<file path="src/rtl/xmit_pkg.sv">
// Shared constants for the PHY receive path: frame length limits, gap limit,
// status bit positions and the deframer state encoding.
package xmit_pkg;

  localparam int unsigned LEN_W   = 12;
  localparam int unsigned MIN_LEN = 64;
  localparam int unsigned MAX_LEN = 2047;
  localparam int unsigned MIN_IPG = 2;
  localparam int unsigned IPG_W   = $clog2(MIN_IPG + 1);

  localparam int unsigned ST_ODD   = 2;
  localparam int unsigned ST_SHORT = 1;
  localparam int unsigned ST_LONG  = 0;

  localparam logic [1:0] StSync = 2'd0;
  localparam logic [1:0] StIdle = 2'd1;
  localparam logic [1:0] StLo   = 2'd2;
  localparam logic [1:0] StHi   = 2'd3;

  // A saturated count of MAX_LEN+1 is the only way too_long can be reported.
  function automatic logic [2:0] rx_status_f(input logic odd, input logic [LEN_W-1:0] len);
    logic [2:0] st;
    st           = '0;
    st[ST_ODD]   = odd;
    st[ST_SHORT] = (len < LEN_W'(MIN_LEN));
    st[ST_LONG]  = (len == LEN_W'(MAX_LEN + 1));
    return st;
  endfunction

endpackage

</file>
<file path="src/rtl/rx_stat_counter.sv">
// Saturating statistics counter with increment enable.
module rx_stat_counter #(
  parameter int unsigned CNT_W = 16
) (
  input  logic             clk_phy,
  input  logic             reset,
  input  logic             inc,
  output logic [CNT_W-1:0] count
);

  logic [CNT_W-1:0] count_d, count_q;

  always_comb begin
    count_d = count_q;
    if (inc && (count_q != '1)) begin
      count_d = count_q + CNT_W'(1);
    end
  end

  always_ff @(posedge clk_phy or negedge reset) begin
    if (!reset) begin
      count_q <= '0;
    end else begin
      count_q <= count_d;
    end
  end

  assign count = count_q;

endmodule

</file>
<file path="src/rtl/phy_rx_deframer.sv">
// Receive deframer: rebuilds bytes from the low-first nibble stream, delimits
// frames on phy_rx_en, checks length, nibble alignment and inter-frame gap.
module phy_rx_deframer
  import xmit_pkg::*;
#(
  parameter int unsigned CNT_W = 16
) (
  input  logic             clk_phy,
  input  logic             reset,
  input  logic             phy_rx_en,
  input  logic [3:0]       phy_rx_data,
  output logic [7:0]       rx_byte,
  output logic             rx_byte_valid,
  output logic             rx_sof,
  output logic             rx_eof,
  output logic [LEN_W-1:0] rx_len,
  output logic [2:0]       rx_status,
  output logic             rx_ipg_viol,
  output logic [CNT_W-1:0] rx_frame_cnt,
  output logic [CNT_W-1:0] rx_err_cnt
);

  logic [1:0]       state_d, state_q;
  logic [3:0]       lo_nib_d, lo_nib_q;
  logic [LEN_W-1:0] len_d, len_q;
  logic [IPG_W-1:0] ipg_d, ipg_q;

  logic [7:0]       byte_d, byte_q;
  logic             byte_valid_d, byte_valid_q;
  logic             sof_d, sof_q;
  logic             eof_d, eof_q;
  logic [LEN_W-1:0] len_out_d, len_out_q;
  logic [2:0]       status_d, status_q;
  logic             ipg_viol_d, ipg_viol_q;

  logic             frame_inc, err_inc;

  always_comb begin
    state_d      = state_q;
    lo_nib_d     = lo_nib_q;
    len_d        = len_q;
    ipg_d        = ipg_q;
    byte_d       = byte_q;
    byte_valid_d = 1'b0;
    sof_d        = 1'b0;
    eof_d        = 1'b0;
    len_out_d    = '0;
    status_d     = '0;
    ipg_viol_d   = 1'b0;

    unique case (state_q)
      StSync: begin
        // Pre-saturate the gap so the first frame after reset is never flagged.
        if (!phy_rx_en) begin
          state_d = StIdle;
          ipg_d   = IPG_W'(MIN_IPG);
        end
      end
      StIdle: begin
        if (phy_rx_en) begin
          state_d    = StLo;
          lo_nib_d   = phy_rx_data;
          len_d      = '0;
          ipg_viol_d = (ipg_q < IPG_W'(MIN_IPG));
        end else if (ipg_q < IPG_W'(MIN_IPG)) begin
          ipg_d = ipg_q + IPG_W'(1);
        end
      end
      StLo: begin
        if (phy_rx_en) begin
          state_d = StHi;
          // Bytes past MAX_LEN are still counted (to saturation) but not presented.
          if (len_q < LEN_W'(MAX_LEN)) begin
            byte_d       = {phy_rx_data, lo_nib_q};
            byte_valid_d = 1'b1;
            sof_d        = (len_q == '0);
          end
          if (len_q <= LEN_W'(MAX_LEN)) begin
            len_d = len_q + LEN_W'(1);
          end
        end else begin
          state_d   = StIdle;
          eof_d     = 1'b1;
          len_out_d = len_q;
          status_d  = rx_status_f(1'b1, len_q);
          ipg_d     = IPG_W'(1);
        end
      end
      StHi: begin
        if (phy_rx_en) begin
          state_d  = StLo;
          lo_nib_d = phy_rx_data;
        end else begin
          state_d   = StIdle;
          eof_d     = 1'b1;
          len_out_d = len_q;
          status_d  = rx_status_f(1'b0, len_q);
          ipg_d     = IPG_W'(1);
        end
      end
      default: state_d = StSync;
    endcase
  end

  always_ff @(posedge clk_phy or negedge reset) begin
    if (!reset) begin
      state_q      <= StSync;
      lo_nib_q     <= '0;
      len_q        <= '0;
      ipg_q        <= '0;
      byte_q       <= '0;
      byte_valid_q <= 1'b0;
      sof_q        <= 1'b0;
      eof_q        <= 1'b0;
      len_out_q    <= '0;
      status_q     <= '0;
      ipg_viol_q   <= 1'b0;
    end else begin
      state_q      <= state_d;
      lo_nib_q     <= lo_nib_d;
      len_q        <= len_d;
      ipg_q        <= ipg_d;
      byte_q       <= byte_d;
      byte_valid_q <= byte_valid_d;
      sof_q        <= sof_d;
      eof_q        <= eof_d;
      len_out_q    <= len_out_d;
      status_q     <= status_d;
      ipg_viol_q   <= ipg_viol_d;
    end
  end

  assign frame_inc = eof_q && (status_q == 3'b000);
  assign err_inc   = eof_q && (status_q != 3'b000);

  rx_stat_counter #(
    .CNT_W (CNT_W)
  ) u_frame_cnt (
    .clk_phy (clk_phy),
    .reset   (reset),
    .inc     (frame_inc),
    .count   (rx_frame_cnt)
  );

  rx_stat_counter #(
    .CNT_W (CNT_W)
  ) u_err_cnt (
    .clk_phy (clk_phy),
    .reset   (reset),
    .inc     (err_inc),
    .count   (rx_err_cnt)
  );

  assign rx_byte       = byte_q;
  assign rx_byte_valid = byte_valid_q;
  assign rx_sof        = sof_q;
  assign rx_eof        = eof_q;
  assign rx_len        = len_out_q;
  assign rx_status     = status_q;
  assign rx_ipg_viol   = ipg_viol_q;

endmodule

</file>
<file path="config.mk">
export PLATFORM = sky130hd
export DESIGN_NAME = phy_rx_deframer
export DESIGN_NICKNAME = d
export VERILOG_FILES = /design/src/rtl/xmit_pkg.sv /design/src/rtl/rx_stat_counter.sv /design/src/rtl/phy_rx_deframer.sv
export SDC_FILE = /design/constraint.sdc
export NUM_CORES = 1
export LEC_CHECK = 0
export ABC_AREA = 1
export ABC_CLOCK_PERIOD_IN_PS = 1800
export BUFFER_PORTS_ARGS = -buffer_cell sky130_fd_sc_hd__buf_4
export CORE_MARGIN = 2
export CORE_UTILIZATION = 51
export CTS_CLUSTER_SIZE = 40
export DETAILED_ROUTE_END_ITERATION = 7
export PLACE_DENSITY = 0.83
export SETUP_SLACK_MARGIN = 0.3
export SYNTH_ARGS = -nofsm -noshare
export SYNTH_HDL_FRONTEND = slang
export SYNTH_SLANG_ARGS = --single-unit
</file>
<file path="constraint.sdc">
create_clock -name clk_phy -period 1.8 [get_ports clk_phy]
set_clock_uncertainty 0.15 [all_clocks]
set_input_delay 0.36 -clock clk_phy [delete_from_list [all_inputs] [get_ports clk_phy]]
set_output_delay 0.36 -clock clk_phy [all_outputs]
set_load 0.1 [all_outputs]
</file>
# Word-level counts from Yosys, hierarchy flattened
# Index checks and enable logic that the tools add are counted.
dict set report op_classes {
  addsub 4
  n_reduce_logical 16
  muxes 27
  eq_ne 13
  n_lt_le_gt_ge 4
}
# cell count
set ops {}
lappend ops {{12-bit two-way mux} 4}
lappend ops {{16-bit by 1-bit adder with 16-bit output (second input constant)} 2}
lappend ops {{16-bit inequality test (second input constant)} 2}
lappend ops {{12-bit one-hot mux with 2 select lines} 1}
lappend ops {{2-bit two-way mux} 8}
lappend ops {{2-bit inequality test (second input constant)} 7}
lappend ops {{12-bit by 1-bit adder with 12-bit output (second input constant)} 1}
lappend ops {{12-bit equality test (second input constant)} 1}
lappend ops {{12-bit by 11-bit <= comparator with 1-bit output (second input constant)} 1}
lappend ops {{12-bit zero test} 1}
lappend ops {{12-bit by 11-bit < comparator with 1-bit output (second input constant)} 1}
lappend ops {{12-bit by 7-bit < comparator with 1-bit output (second input constant)} 1}
lappend ops {{1-bit two-way mux} 10}
lappend ops {{2-bit one-hot mux with 4 select lines} 1}
lappend ops {{2-bit one-hot mux with 3 select lines} 1}
lappend ops {{3-bit one-hot mux with 2 select lines} 1}
lappend ops {{3-bit AND reduction} 2}
lappend ops {{2-bit equality test (second input constant)} 2}
lappend ops {{1-bit logical AND} 4}
lappend ops {{2-bit AND reduction} 2}
lappend ops {{4-bit AND reduction} 1}
lappend ops {{2-bit OR reduction} 2}
lappend ops {{3-bit zero test} 1}
lappend ops {{3-bit two-way mux} 1}
lappend ops {{other kinds (6)} 6}
dict set report totals {
  output_inout_bits 59
  regBits 79
  inputBits 7
}

# Logic depth before layout (Yosys ltp)
dict set report depth {
  depth_word 4
  depth_mapped 9
  ltp_nobuf 9
}

# By module
# Synthesis repeated with hierarchy kept, for this count alone.
dict set report hier_totals {
  hier_cells 533
  area_unflattened_um2 4169.0
}
# mod instances cells_each area_per_inst_um2 seq_area_each_um2
set modules_own_cells {}
lappend modules_own_cells {rx_stat_counter 2 149 1058.5 400.4}
lappend modules_own_cells {phy_rx_deframer 1 235 2052.0 1176.1}

# Least setup slack after synthesis
# No wires, ideal clock.
dict set report synth_timing {
  path_type {register to register}
  start {reg u_frame_cnt.count_q[0] (netlist: u_frame_cnt.count[0])}
  end {reg u_frame_cnt.count_q[0] (netlist: u_frame_cnt.count[0])}
  t_required_ps 1530
  arrival_time_ps 2208
  synth_period_minus_slack_ps 2478
  path_buffers 1
  slack_ps -678
  stages_incl_launch_ff 10
  path_cell_list {dfrtp_1 -> ha_1 -> nand3_2 -> inv_2 -> nand2_4 -> o21ai_4 -> inv_4 -> buf_6 -> nand2_1 -> nand2_1}
}
dict set report synth_via {
  elab_chain_cells 2
  elab_cells_between_ends 3
  classes_between {1 x add/sub; 1 x eq/ne; 1 x reduce/logical}
}
# item line
set synth_rtl {}
lappend synth_rtl {{start, declared} rx_stat_counter.sv:11} ;# logic [CNT_W-1:0] count_d, count_q;
lappend synth_rtl {{start signal, assigned} rx_stat_counter.sv:24} ;# count_q <= count_d;
lappend synth_rtl {{branches (longest 2 deep; another with 16-bit by 1-bit adder with 16-bit output)} n/a}
# Parallel ways; which one is timed is not known.
# A chain may end at the register's enable or synchronous reset.

# Worst setup path in the final report
dict set report layout_timing {
  start {reg u_frame_cnt.count_q[7] (netlist: u_frame_cnt.count[7])}
  end {reg u_frame_cnt.count_q[5] (netlist: u_frame_cnt.count[5])}
}
dict set report layout_via {
  elab_chain_cells 2
}
# item line
set layout_rtl {}
lappend layout_rtl {{16-bit inequality test} rx_stat_counter.sv:15} ;# if (inc && (count_q != '1)) begin
lappend layout_rtl {{1-bit logical AND} rx_stat_counter.sv:15}
# No other way between the ends.

==> impl_metrics.toml <==
[clock_tree]
cts_tree = "built"
cts_root_buf = "clkbuf_8"
ctsLongestPathBuffers = 2
clkSlewWorstSetupHoldPaths_ps = 100
insertion_delay_ps = 370
cts_buffers = 9
h-tree-depth = 3
cts.sinks = 79

[pwr]
pwr-share-comb = 0.392
p_sw_mw = 2.54
peakVddDrop_v = 0.000934
leakage_nw = 3.14
switching_share = 0.400
finalPower_mw = 6.34
clockPowerShare = 0.264
seq_power_share = 0.345
power_density_nw_per_um2 = 926
cellInternalPower_mw = 3.81

[synthesis]
synth-seq-cells = 79
synth_largest_area_cell = "dfrtp_1"
yosysTopAreaCellShare = 0.497
syn_area_sq_um = 3970
avgSynthCellArea_sq_um = 7.63
synth_common_cells = "nand2_1 (220), dfrtp_1 (79), nor2_1 (65)"
yosysWarnings = 0
synth-edff-count = 0
async_reset_ff_frac = 1.00
synth_nets = 532
syn_inst = 521
yosysUniqueCellTypes = 32
synthFlopType = "dfrtp_1"
synth.most_common_cell = "nand2_1"
seq_area_frac_synth = 0.497
synthTopCellsByArea = "dfrtp_1 (50%), nand2_1 (21%), nor2_1 (6.1%), inv_1 (4.0%), xnor2_1 (2.9%)"

[floorplan]
die_w_um = 92.3
ios = 66
core_sq_um = 7650
die_h_um = 92.3
num_rows = 32
initial_core_util = 0.520
die-area_sq_um = 8510

[worst_setup_path]
reg2regPathDepth = 7
arrival_ps = 2210
crit_family = "simple AND/OR/NAND/NOR gates"
slowest_stage = "dfrtp_4"
path_depth = 7
endpoint_kind = "flip-flop"
cp_max_fo = 7
critPathMostFrequentCell = "nand2_1"
critical_path_required_ps = 1850
cp_num_buf_inv = 1
max_stage_delay_ps = 480
worstPathCellList = "nand2_2, nor2_4, nand2_4, o21ai_4, clkinvlp_4, nand2_1, nand2_1"
cp-start-kind = "flip-flop"
crit_type = "flip-flop to flip-flop"

[drt]
drt_wl_total_um = 18500
drt_iter0_markers = 482
drc = 0
drtAntennaViolNets = 0
routed_via_density = 6.10
dr_total_vias = 4908
routedWlPerCell_um = 22.9
first_pass_iters = 7

[finish]
syn_to_final_growth_pct = 72.5
final_cells = 805
multi_input_area_sq_um = 2200
drive_gt1_frac = 0.471
regArea_sq_um = 2080
fin_util = 0.896
nNetsFinal = 709
fillerInstances = 307
diodes = 0
final_area_sq_um = 6850

[sta]
hold_viol_final = 0
setup_tns_ps = -2690
layout_setup_ws_ps = -356
period_share = 1.20
max_freq_ghz = 0.464
slew_viol_final = 0
report.final.setup_viol = 20
finalCriticalPeriod_ps = 2160
tightest_slew_ps = 577
rsz0062_at_grt = "true"
hold-worst-slack_ps = 104
relSlewSlack = 0.614

[min_path]
whs_path_depth = 2
hold_path.class = "input port to flip-flop"

[job]
cap_violations = 0

[placed_design]
io_buffer_count = 65
dpl_worst_slack_ps = -19.9
dpl.hpwl_um = 6870
gp_congestion = 0.927
dp.cells = 692
dpl_cell_area_sq_um = 4820

[global_routing]
grt_overflow_total = 0
antenna_found_initial = 1
first_global_vias = 4203
grt_pass1_wl_um = 20900
grt_max_degree = 35
track_usage = 0.311

[outcome]
status = "complete, but fails checks"
violations = "negative setup slack"
cell type report:
cell class | count | share of cell area
Tap cell | 102 | 0.0186
Sequential cell | 79 | 0.304
Clock buffer | 9 | 0.0181
Inverter | 47 | 0.0294
Clock inverter | 7 | 0.0177
Timing Repair inverter | 1 | 0.00110
Timing Repair Buffer | 170 | 0.291
Multi-Input combinational cell | 390 | 0.321
sequential cells by signal (all words and copies together) (netlist names):
| signal | count |
|---|---|
| ipg_q | 2 |
| len_q | 12 |
| lo_nib_q | 4 |
| rx_byte | 8 |
| rx_byte_valid | 1 |
| rx_eof | 1 |
| rx_ipg_viol | 1 |
| rx_len | 12 |
| rx_sof | 1 |
| rx_status | 3 |
| state_q | 2 |
| u_err_cnt.count | 16 |
| u_frame_cnt.count | 16 |
path summary, 6_finish.rpt:
kind                                      startpoint              endpoint  slack (ps)
worst max register to register  u_frame_cnt.count[7]  u_frame_cnt.count[5]        -360
max in group asynchronous                      reset           lo_nib_q[1]         550
worst max-delay path            u_frame_cnt.count[7]  u_frame_cnt.count[5]        -360
worst min register to register             len_q[11]             len_q[11]         340
min in group asynchronous                      reset    u_err_cnt.count[7]         400
worst min-delay path                       phy_rx_en          rx_status[2]         100
power by group through the flow:
stage / logic, mW / registers (mW) / clock network, mW
floorplan: 0.346 / 3.10 / 0
global placement: 1.64 / 2.18 / 0
detailed placement: 1.68 / 2.19 / 0
CTS: 2.10 / 2.16 / 1.63
global route: 2.58 / 2.20 / 1.74
finish: 2.49 / 2.19 / 1.67
what timing repair did:
item | 4_1_cts | 5_1_grt
setup endpoints to repair | 103 | 100
gates resized for setup | 153 | 119
hold buffers | 1 | 0
hold endpoints to repair | 24 | 0
cloned | 5 | 2
pin swaps | 13 | 28
buffers inserted | 50 | 39
cells in the final DEF (no fill, tap or decap), types with 5 or more instances in the layout:
master and instances:
buf_12 40, buf_4 87, buf_6 34, clkbuf_8 9
dfrtp_1 42, dfrtp_2 14, dfrtp_4 23, inv_1 36
inv_4 5, nand2_1 172, nand2_2 40, nand2_4 13
nand3_1 16, nand4_1 14, nor2_1 46, nor2_2 9
nor2_4 12, o21ai_0 13, o21ai_1 5, o21ai_2 6
xnor2_1 13
worst reg2reg max path, stage by stage, from the launching register on:
cell	delay (ps)
dfrtp_4	480
nand2_2	170
nor2_4	220
nand2_4	80
o21ai_4	250
clkinvlp_4	280
nand2_1	180
nand2_1	180
per-layer routing:
layer	global-route usage	wire length (um)	part of all wire	vias to the layer above
li1	-	-	-	1994
met1	0.379	6130	0.33	2288
met2	0.529	8520	0.46	457
met3	0.0542	2200	0.12	167
met4	0.163	1600	0.087	2
met5	0	13	0.00070	-
cells by family after synthesis:
| family | Yosys count | synth area share |
|---|---|---|
| AOI/OAI and AO/OA | 35 | 0.0526 |
| xor gates and xnor gates | 14 | 0.0309 |
| adders and majority gates | 4 | 0.0126 |
| buffers and inverters | 54 | 0.0586 |
| DFF | 79 | 0.497 |
| and+or+nand+nor | 335 | 0.348 |
(Power assumes the default switching activity.)
